`config.mk`:
```
export PLATFORM = sky130hd
export DESIGN_NAME = fast_kp_store
export DESIGN_NICKNAME = d
export VERILOG_FILES = /design/src/rtl/fast_kp_store.sv
export SDC_FILE = /design/constraint.sdc
export NUM_CORES = 1
export LEC_CHECK = 0
export ABC_AREA = 0
export BUFFER_PORTS_ARGS = -buffer_cell sky130_fd_sc_hd__clkbuf_2
export CAP_MARGIN = 20
export CORE_UTILIZATION = 57
export CTS_CLUSTER_DIAMETER = 120
export DETAILED_ROUTE_END_ITERATION = 8
export PLACE_DENSITY_LB_ADDON = 0.05
export RECOVER_POWER = 25
export SYNTH_ARGS = -nofsm -noshare
export SYNTH_HDL_FRONTEND = slang
export SYNTH_SLANG_ARGS = --single-unit
```
`constraint.sdc`:
```
create_clock -name clk -period 2.9 [get_ports clk]
set_input_delay 0.29 -clock clk [delete_from_list [all_inputs] [get_ports clk]]
set_output_delay 0.29 -clock clk [all_outputs]
set_load 0.01 [all_outputs]
```
`src/rtl/fast_kp_store.sv`:
```
// fast_kp_store: per-pyramid-level FAST keypoint collector.
// Walks the raster-ordered corner-flag stream and keeps the current pixel
// coordinates. Each corner that lies outside the EDGE border is written to the
// keypoint RAM as raw {col,row}. At frame end it publishes the keypoint count
// and pulses done for one cycle.
//
// Ports:
//   clk, rst_n   clock, asynchronous active-low reset
//   frame_start  one-cycle pulse before the first pixel of a frame
//   pix_valid    detector output valid this cycle
//   corner       FAST corner flag (qualified by pix_valid)
//   XY_out       {col[9:0],row[9:0]} write data (raw counter coordinates)
//   addr_kp      keypoint RAM write address
//   wren_kp      keypoint RAM write enable (one cycle per keypoint)
//   num_kp       keypoint count of the last completed frame
//   done         one-cycle pulse when num_kp is valid
//   overflow     sticky per frame: a keypoint was dropped for capacity
module fast_kp_store #(
    parameter int IMG_W  = 640,
    parameter int IMG_H  = 480,
    parameter int EDGE   = 38,
    parameter int MAX_KP = 16383
) (
    input  logic        clk,
    input  logic        rst_n,
    input  logic        frame_start,
    input  logic        pix_valid,
    input  logic        corner,
    output logic [19:0] XY_out,
    output logic [13:0] addr_kp,
    output logic        wren_kp,
    output logic [13:0] num_kp,
    output logic        done,
    output logic        overflow
);

    localparam logic [9:0]  COL_LAST = 10'(IMG_W - 1);
    localparam logic [9:0]  ROW_LAST = 10'(IMG_H - 1);
    localparam logic [9:0]  EDGE_C   = 10'(EDGE);
    localparam logic [13:0] KP_CAP   = 14'(MAX_KP);

    typedef enum logic [1:0] {IDLE, RUN, DONE} state_t;

    state_t      state;
    logic [9:0]  col;
    logic [9:0]  row;
    logic [13:0] count;
    logic        accept;

    // Corners inside the border band are discarded: the detector window is not
    // yet filled there.
    assign accept = pix_valid & corner & (col >= EDGE_C) & (row >= EDGE_C);

    always_ff @(posedge clk or negedge rst_n) begin
        if (!rst_n) begin
            state    <= IDLE;
            col      <= '0;
            row      <= '0;
            count    <= '0;
            XY_out   <= '0;
            addr_kp  <= '0;
            wren_kp  <= 1'b0;
            num_kp   <= '0;
            done     <= 1'b0;
            overflow <= 1'b0;
        end else begin
            wren_kp <= 1'b0;
            done    <= 1'b0;
            case (state)
                IDLE: begin
                    if (frame_start) begin
                        state    <= RUN;
                        col      <= '0;
                        row      <= '0;
                        count    <= '0;
                        overflow <= 1'b0;
                    end
                end
                RUN: begin
                    // A restart wins over a pixel in the same cycle; any write
                    // registered last cycle is already on the RAM port.
                    if (frame_start) begin
                        col      <= '0;
                        row      <= '0;
                        count    <= '0;
                        overflow <= 1'b0;
                    end else if (pix_valid) begin
                        if (accept) begin
                            if (count < KP_CAP) begin
                                XY_out  <= {col, row};
                                addr_kp <= count;
                                wren_kp <= 1'b1;
                                count   <= count + 14'd1;
                            end else begin
                                overflow <= 1'b1;
                            end
                        end
                        if (col == COL_LAST) begin
                            col <= '0;
                            if (row == ROW_LAST) begin
                                row   <= '0;
                                state <= DONE;
                            end else begin
                                row <= row + 10'd1;
                            end
                        end else begin
                            col <= col + 10'd1;
                        end
                    end
                end
                DONE: begin
                    // count already includes the last pixel's keypoint, whose
                    // write is on the RAM port during this cycle.
                    num_kp <= count;
                    done   <= 1'b1;
                    if (frame_start) begin
                        state    <= RUN;
                        col      <= '0;
                        row      <= '0;
                        count    <= '0;
                        overflow <= 1'b0;
                    end else begin
                        state <= IDLE;
                    end
                end
                default: state <= IDLE;
            endcase
        end
    end

endmodule
```
==> results_dict.tcl <==
set metrics [dict create \
    num_rows 30 \
    cts_max_path_buffers 2 \
    p_leak_nw 2.34 \
    ios 56 \
    clkSinkCount 87 \
    portBuffers 55 \
    vias 3179 \
    overflow 0 \
    yosysUniqueCellTypes 56 \
    yosysTopAreaCell "dfrtp_1" \
    synth_edf_count 0 \
    synthAdderAreaFrac_pct 1.49 \
    clk_pin_slew_ns 0.08 \
    maxCapViolCount 0 \
    ant_nets 0 \
    post_cts_buffers 0 \
    die_h_um 88.0 \
    yosysWarnings 0 \
    n_fill_cell 542 \
    slowest_stage "nor4_1" \
    synth_top_area_share_pct 51.7 \
    clockRootBuffer "clkbuf_8" \
    finalSetupTns_ns 0 \
    max-vdd-ir-drop_v 0.000351 \
    synth-simple-area-share_pct 13.6 \
    cts_tree "done" \
    cp-end-kind "flip-flop" \
    first_pass_iters 5 \
    critical_path_class "reg2reg" \
    grt_antenna_before_repair 0 \
    min-delay-path-class "in2reg" \
    dpl.hpwl_um 5900 \
    drc 0 \
    max_freq_mhz 438 \
    avgSynthCellArea_um2 11.1 \
    rsz0062_at_grt "no" \
    die_area_um2 7740 \
    core_area_um2 6980 \
    place_inst 519 \
    ys_ff_latch 87 \
    ys.flop_type "dfrtp_1" \
    max_stage_delay_ns 0.52 \
    power_w 0.00229 \
    layout.nets 447 \
    synth_area_leaders "dfrtp_1 (52%), mux2_4 (7.8%), o21ai_0 (4.0%), mux2_2 (4.0%), nand2_1 (3.0%)" \
    grt_max_degree 88 \
    synth_top_family_by_area "compound AO/OA/AOI/OAI gates" \
    final_layout_size_suffix_gt1_share_pct 29.0 \
    initial_core_util_pct 60.3 \
    setup_violations 0 \
    fin_cells 538 \
    required_ns 3.15 \
    drt_iter0_drc 207 \
    wirelength_um 8870 \
    final_util_pct 68.9 \
    htree_levels 3 \
    die_w_um 88.0 \
    syn_to_final_growth_pct 14.1 \
    grt_pass1_vias 2924 \
    postCtsResizedCells 0 \
    synthArstFlopShare_pct 100 \
    grt.total_usage_pct 24.8 \
    critPathBufInv 1 \
    period_needed_ns 2.28 \
    critPathTopFamily "simple AND/OR/NAND/NOR gates" \
    power_density_nw_per_um2 476 \
    min-delay-start "pix_valid" \
    preCtsSetupSlack_ns 0.520 \
    startpoint "col[7]$_DFFE_PN0P_" \
    syn-num-nets 389 \
    outcome "finished, final reports clean" \
    clk_latency_ns 0.36 \
    diodes 0 \
    post-route-period-util_pct 78.7 \
    avgViaCountPerCell 5.91 \
    ys_seq_area_share_pct 51.7 \
    synth_compound_area_share_pct 14.1 \
    synthesis.area_um2 4210 \
    worst_slack_ns 0.618 \
    cp-start-kind "flip-flop" \
    avgRoutedWirePerCell_um 16.5 \
    yosysMostFrequentCell "dfrtp_1" \
    hold_viol 0 \
    cts_made_buffers 9 \
    worstMarginPinSlew_ns 1.01 \
    syn_inst 379 \
    cp_max_fo 19 \
    gp_congestion 0.822 \
    synth_xor_area_share_pct 1.25 \
    finClkSkew_ns 0.00854 \
    synth_common_cells "dfrtp_1 (87), nand2_1 (34), o21ai_0 (34)" \
    r2r_start "col[7]$_DFFE_PN0P_" \
    critPathArrivalTime_ns 2.53 \
    grt_first_pass_wirelength_um 14500 \
    synth_mux_area_share_pct 13.5 \
    maxSlewHeadroom_pct 32.9 \
    crit_chain "nor4_1 > a31oi_2 > nand2_2 > or2_2 > buf_4 > mux2_4" \
    report.final.slew_viol_count 0 \
]
==> through the flow <==
| stage | cell area (um2) | hold WS (ns) |
|---|---|---|
| final | 4810 | 0.189 |
| after global routing | 4810 | 0.200 |
| after CTS | 4790 | 0.150 |
| after detailed placement | 4560 | 0.476 |
| after global placement | 4560 | 0.462 |
| after floorplan | 4210 | -0.00559 |
==> worst register-to-register path: cells and delay by family, from the launching register on <==
kind / cells / cell delay (ns)
compound gates: 1 / 0.19
buf+inv: 1 / 0.31
flops: 1 / 0.46
mux: 1 / 0.35
simple gates: 3 / 0.86
==> layout by cell type (no fill, tap or decap), drive strengths merged, types with 5 or more instances in the layout <==
cell type	synthesis	layout
nand2	35	35
xor2	5	5
nor3	5	5
nand3	17	17
a21oi	7	7
o31ai	8	8
nand4	7	7
o41ai	8	8
o21ai	34	34
buf	12	12
a211oi	7	7
and3	6	6
mux2	37	37
a31oi	6	6
mux2i	7	7
nand2b	8	8
ha	5	5
inv	13	15
dfrtp	87	87
clkbuf	10	66
nor2	19	19
==> cell type report <==
cell class                 instances  area, um2  share of cell area [%]
multi-input combinational        257       1850                    38.5
tap                               96        120                    2.50
inverter                          13       48.8                    1.02
sequential                        87       2180                    45.3
clock inverter                     6       91.3                    1.90
timing repair buffer              69        379                    7.89
clock buffer                      10        138                    2.86
==> power by group <==
| part | switching, W | internal [W] |
|---|---|---|
| clock | 0.000443 | 0.000515 |
| sequential | 0.0000131 | 0.00122 |
| combinational | 0.0000695 | 0.0000264 |
==> path summary, 6_finish.rpt <==
path                                     endpoint  cells after the start  slack, ns
setup / recovery           XY_out[19]$_DFFE_PN0P_                      6       0.62
hold / removal               state[1]$_DFFE_PN0P_                      3       0.19
setup reg to reg           XY_out[19]$_DFFE_PN0P_                      6       0.62
hold reg to reg             num_kp[3]$_DFFE_PN0P_                      2       0.49
max in group asynchronous   num_kp[4]$_DFFE_PN0P_                      3       0.98
min in group asynchronous  XY_out[18]$_DFFE_PN0P_                      2       0.44
==> flip-flops by register name, indices dropped and copies added, names as in the netlist <==
signal    count
overflow      1
XY_out       20
addr_kp      14
col          10
done          1
count        14
row          10
wren_kp       1
num_kp       14
state         2
==> per-layer routing <==
| layer | share of wire, % | vias up | routed length [um] | global-route usage (%) |
|---|---|---|---|---|
| li1 | - | 1495 | - | - |
| met2 | 46 | 85 | 4070 | 37.8 |
| met4 | 1.0 | 0 | 91 | 9.69 |
| met3 | 4.6 | 8 | 404 | 5.09 |
| met5 | 0 | - | 0 | 0 |
| met1 | 49 | 1591 | 4300 | 34.9 |
==> cells by family (layout without fill, tap and decap cells) <==
logic type      count (synthesis)  in the layout
simple gates                  114            114
buf+inv                        35             98
mux                            44             44
flops                          87             87
xor+xnor                        6              6
fa+ha+maj                       5              5
compound gates                 88             88
==> timing repair <==
item                       CTS  global route
setup endpoints to repair    0             0
hold buffers                 0             1
hold endpoints to repair     0            11
(Power assumes the default switching activity.)
